==> config.mk <==
export PLATFORM = sky130hd
export DESIGN_NAME = vga_timing_gen
export DESIGN_NICKNAME = d
export VERILOG_FILES = /design/src/rtl/vga_timing_gen.sv
export SDC_FILE = /design/constraint.sdc
export NUM_CORES = 1
export LEC_CHECK = 0
export BUFFER_PORTS_ARGS = -buffer_cell sky130_fd_sc_hd__buf_2
export CAP_MARGIN = 0
export CORE_MARGIN = 10
export CORE_UTILIZATION = 53
export DETAILED_ROUTE_END_ITERATION = 16
export GPL_TIMING_DRIVEN = 0
export PLACE_DENSITY = 0.79
export SETUP_SLACK_MARGIN = 0.02
export SYNTH_ARGS = -nofsm -noshare
export SYNTH_HDL_FRONTEND = slang
export SYNTH_SLANG_ARGS = --single-unit
==> constraint.sdc <==
create_clock -name clk -period 1.9 [get_ports clk]
set_input_delay 0.57 -clock clk [delete_from_list [all_inputs] [get_ports clk]]
set_output_delay 0.57 -clock clk [all_outputs]
set_load 0.01 [all_outputs]
==> src/rtl/vga_timing_gen.sv <==
// 800x600 VGA raster timing generator: frame-buffer read coordinates, pixel-clock-enabled
// counters, and a ce-gated alignment pipeline so that sync and colour reach the pins together.
module vga_timing_gen #(
  parameter int unsigned H_ACTIVE    = 800,
  parameter int unsigned H_FP        = 56,
  parameter int unsigned H_SYNC      = 120,
  parameter int unsigned H_BP        = 64,
  parameter int unsigned V_ACTIVE    = 600,
  parameter int unsigned V_FP        = 37,
  parameter int unsigned V_SYNC      = 6,
  parameter int unsigned V_BP        = 23,
  parameter logic        HSYNC_POL   = 1'b1,
  parameter logic        VSYNC_POL   = 1'b1,
  parameter int unsigned MEM_LATENCY = 1
) (
  input  logic        clk,
  input  logic        rst,
  input  logic        pix_ce,
  output logic [10:0] x,
  output logic [9:0]  y,
  input  logic [11:0] colour_in,
  output logic        frame_trig,
  output logic        hsync,
  output logic        vsync,
  output logic [3:0]  vga_r,
  output logic [3:0]  vga_g,
  output logic [3:0]  vga_b
);

  localparam int unsigned H_TOTAL = H_ACTIVE + H_FP + H_SYNC + H_BP;
  localparam int unsigned V_TOTAL = V_ACTIVE + V_FP + V_SYNC + V_BP;

  localparam logic [10:0] H_LAST     = 11'(H_TOTAL - 1);
  localparam logic [10:0] H_ACT      = 11'(H_ACTIVE);
  localparam logic [10:0] HS_START   = 11'(H_ACTIVE + H_FP);
  localparam logic [10:0] HS_END     = 11'(H_ACTIVE + H_FP + H_SYNC);
  localparam logic [9:0]  V_LAST     = 10'(V_TOTAL - 1);
  localparam logic [9:0]  V_ACT      = 10'(V_ACTIVE);
  localparam logic [9:0]  V_ACT_LAST = 10'(V_ACTIVE - 1);
  localparam logic [9:0]  VS_START   = 10'(V_ACTIVE + V_FP);
  localparam logic [9:0]  VS_END     = 10'(V_ACTIVE + V_FP + V_SYNC);

  logic [10:0] r_h_cnt;
  logic [9:0]  r_v_cnt;
  logic [MEM_LATENCY-1:0] r_de_pipe;
  logic [MEM_LATENCY-1:0] r_hs_pipe;
  logic [MEM_LATENCY-1:0] r_vs_pipe;
  logic        r_hsync;
  logic        r_vsync;
  logic        r_frame_trig;
  logic [11:0] r_rgb;

  logic w_h_wrap, w_v_wrap, w_h_act, w_v_act, w_de, w_hs, w_vs;

  always_comb begin
    w_h_wrap = (r_h_cnt == H_LAST);
    w_v_wrap = (r_v_cnt == V_LAST);
    w_h_act  = (r_h_cnt < H_ACT);
    w_v_act  = (r_v_cnt < V_ACT);
    w_de     = w_h_act && w_v_act;
    w_hs     = (r_h_cnt >= HS_START) && (r_h_cnt < HS_END);
    w_vs     = (r_v_cnt >= VS_START) && (r_v_cnt < VS_END);
    x        = w_h_act ? r_h_cnt : '0;
    y        = w_v_act ? r_v_cnt : '0;
  end

  always_ff @(posedge clk or negedge rst) begin
    if (!rst) begin
      r_h_cnt <= '0;
      r_v_cnt <= '0;
    end else if (pix_ce) begin
      if (w_h_wrap) begin
        r_h_cnt <= '0;
        r_v_cnt <= w_v_wrap ? '0 : r_v_cnt + 10'd1;
      end else begin
        r_h_cnt <= r_h_cnt + 11'd1;
      end
    end
  end

  // Stage count matches the frame buffer latency, so the last stage lines up with colour_in.
  always_ff @(posedge clk or negedge rst) begin
    if (!rst) begin
      r_de_pipe <= '0;
      r_hs_pipe <= '0;
      r_vs_pipe <= '0;
      r_hsync   <= ~HSYNC_POL;
      r_vsync   <= ~VSYNC_POL;
      r_rgb     <= '0;
    end else if (pix_ce) begin
      r_de_pipe[0] <= w_de;
      r_hs_pipe[0] <= w_hs;
      r_vs_pipe[0] <= w_vs;
      for (int unsigned i = 1; i < MEM_LATENCY; i++) begin
        r_de_pipe[i] <= r_de_pipe[i-1];
        r_hs_pipe[i] <= r_hs_pipe[i-1];
        r_vs_pipe[i] <= r_vs_pipe[i-1];
      end
      r_hsync <= r_hs_pipe[MEM_LATENCY-1] ? HSYNC_POL : ~HSYNC_POL;
      r_vsync <= r_vs_pipe[MEM_LATENCY-1] ? VSYNC_POL : ~VSYNC_POL;
      r_rgb   <= r_de_pipe[MEM_LATENCY-1] ? colour_in : '0;
    end
  end

  // High for the single clk in which the counters sit at (0, V_ACTIVE) after advancing.
  always_ff @(posedge clk or negedge rst) begin
    if (!rst) r_frame_trig <= 1'b0;
    else      r_frame_trig <= pix_ce && w_h_wrap && (r_v_cnt == V_ACT_LAST);
  end

  assign frame_trig = r_frame_trig;
  assign hsync      = r_hsync;
  assign vsync      = r_vsync;
  assign vga_r      = r_rgb[11:8];
  assign vga_g      = r_rgb[7:4];
  assign vga_b      = r_rgb[3:0];

endmodule

==> flow_summary.ini <==
[final_layout]
drive_above_1_share_pct = 35.31
n_antenna_cell = 0
nNetsFinal = 305
stdcell_area_mm2 = 0.002676
final_util_pct = 72.02
fin_cells = 334
area_growth_syn_to_layout_pct = 28.86

[synth]
yosysTopAreaCellShare_pct = 46.99
syn_avg_cell_area_um2 = 9.616
synth_seq_cells = 39
yosysMostFrequentCell = dfrtp_1
syn-num-nets = 236
async_flop_share_pct = 100.0
synth_top_area_cell = dfrtp_1
synthFlopType = dfrtp_1
syn_area_mm2 = 0.002077
yosys-top-cells-area = dfrtp_1, nand3_1, and2_1
ys_seq_area_share_pct = 46.99
synth_commonest_cells = dfrtp_1, inv_1, nand3_1, and2_1, o21ai_0
synth_edf_count = 0
synth_cell_types = 46
yosysWarnings = 0
syn-instance-count = 216

[timing]
slew_headroom_pct = 42.89
post-route-min-period_ps = 2286
fin_crit_sh_pct = 120.3
clock_skew_ps = 3.948
setup_viol_count_final = 18
max_freq_mhz = 437.4
timing.final.ws_setup_ps = -386.3
setup_tns_ps = -3511
hold_violations = 0
maxSlewViolCount = 0
worst_pin_slew_ps = 856.6
rsz0062_at_grt = yes

[worst_setup_path]
critPathMaxFanout = 8
worstSetupPathType = register to output pin
critPathRequiredTime_ps = 1330
end_kind = output pin
rr_startpoint = r_v_cnt[7]
startpoint_type = register
arrival_ps = 1720
critPathLaunch = r_v_cnt[3]

[placed_design]
place_area_mm2 = 0.002377
numPortBuffers = 48
gp_congestion = 0.8022
post-place-cells = 312
dp_hpwl_mm = 3.476

[floorplan]
die_h_um = 82.60
rows = 22
pin_count = 51
die-area_mm2 = 0.006823
core-area_mm2 = 0.003716
initial_core_util_pct = 55.89
die_x_um = 82.60

[routing]
avgViaCountPerCell = 5.380
drc = 0
ant_nets = 0
vias = 1797
wl_per_cell_um = 14.96
drt-initial-drc-count = 176
first_pass_iters = 4
wl_mm = 4.996

[clocking]
root_buffer = clkbuf_8
cts.reportedPaths.clkPinSlew_ps = 70
clk_latency_ps = 280
clock-sinks = 39
cts_inserted_buffers = 5
cts_tree = yes
clock_path_buffers = 2
htreeDepth = 2

[grt]
antenna_found_initial = 0
grt_start_max_net_pins = 40
grtUsageTotal_pct = 14.97
grt_overflow_total = 0
grt_pass1_wl_mm = 8.155
grt_pass1_vias = 1731

[power]
ir_drop_mv = 0.6980
powerDensity_mw_per_mm2 = 773.1
p_leak_nw = 1.278

[flow_run]
maxCapViolCount = 0

[status]
status = complete, but fails checks
violations = setup timing

[hold_path]
min_path_type = input port to asynchronous set/reset pin
[cell families (layout without fill, tap and decap cells)]
logic type | Yosys count | count (layout) | synth area share [%]
adders and majority gates | 5 | 5 | 3.012
and+or+nand+nor | 85 | 86 | 25.36
muxes | 4 | 4 | 2.048
AOI/OAI and AO/OA | 39 | 39 | 11.39
xor gates and xnor gates | 10 | 10 | 4.217
DFF | 39 | 39 | 46.99
other | 1 | 1 | 0.1805
buffers and inverters | 33 | 102 | 6.807
[power by group]
group | internal [mW] | total, mW | switching, mW
Sequential | 0.917 | 1.01 | 0.0879
Combinational | 0.276 | 0.532 | 0.256
Clock | 0.256 | 0.532 | 0.276
[critical path, stage by stage, from the launching register on]
cell and delay [ps]:
dfrtp_1 400, and2_4 170, o21a_1 200, o31ai_4 330
and2_1 230, buf_6 120
[metrics by stage]
stage / worst slack [ps] / hold slack (ps) / power [mW]
after global placement: -308.1 / 459.0 / 1.439
after floorplan: 41.63 / 274.4 / 1.276
after detailed placement: -320.8 / 473.1 / 1.447
final: -386.3 / 396.2 / 2.069
after global routing: -463.1 / 467.8 / 2.181
after CTS: -384.7 / 419.0 / 2.014
[per-layer routing]
layer  global-route usage [%]  part of all wire [%]  wire length, um
met1                    19.39                    43             2147
met2                    24.42                    49             2446
met3                    4.104                   7.6              382
met4                    3.344                  0.38               19
met5                        0                     0                0
[cells in the final DEF (no fill, tap or decap), drive strengths merged, types with 3 or more instances in the layout]
| master | instances |
|---|---|
| a21oi | 5 |
| nor3 | 4 |
| nand3 | 23 |
| o31ai | 5 |
| nand2 | 10 |
| nor4 | 3 |
| nor2 | 8 |
| or3 | 3 |
| inv | 23 |
| and3 | 4 |
| nor3b | 3 |
| and2 | 17 |
| clkbuf | 10 |
| buf | 67 |
| xor2 | 6 |
| nand4 | 4 |
| o21ai | 21 |
| dfrtp | 39 |
| ha | 5 |
| xnor2 | 4 |
[layout make-up]
type / count / area [um^2]
clock inverters: 2 / 12.51
well taps: 48 / 60.06
inverters: 23 / 86.33
plain buffers: 10 / 55.05
clock buffers: 6 / 72.57
repair buffers: 61 / 381.6
multi-input cells: 145 / 1027
flip-flops and latches: 39 / 980.9
fillers: 289 / 1040
[repair_timing]
item / in CTS / in global routing
hold buffers: 0 / 0
setup endpoints to repair: 18 / 21
setup buffers: 9 / 4
cloned: 1 / 0
gates resized for setup: 15 / 13
pin swaps: 17 / 15
[registers in the layout, indices dropped and copies added (netlist names)]
signal,count
r_rgb,12
r_h_cnt,11
r_v_cnt,10
frame_trig,1
hsync,1
r_de_pipe,1
r_hs_pipe,1
r_vs_pipe,1
vsync,1
[worst paths after layout]
kind | endpoint | slack (ps) | cells past startpoint
setup / recovery | y[2] | -390 | 5
hold / removal | r_h_cnt[7] | 400 | 1
setup reg to reg | r_v_cnt[4] | 170 | 5
hold reg to reg | r_hs_pipe | 500 | 2
max in group asynchronous | r_h_cnt[8] | 910 | 1
min in group clk | r_hs_pipe | 500 | 2
Note: power is estimated with default switching activity, not from simulation.
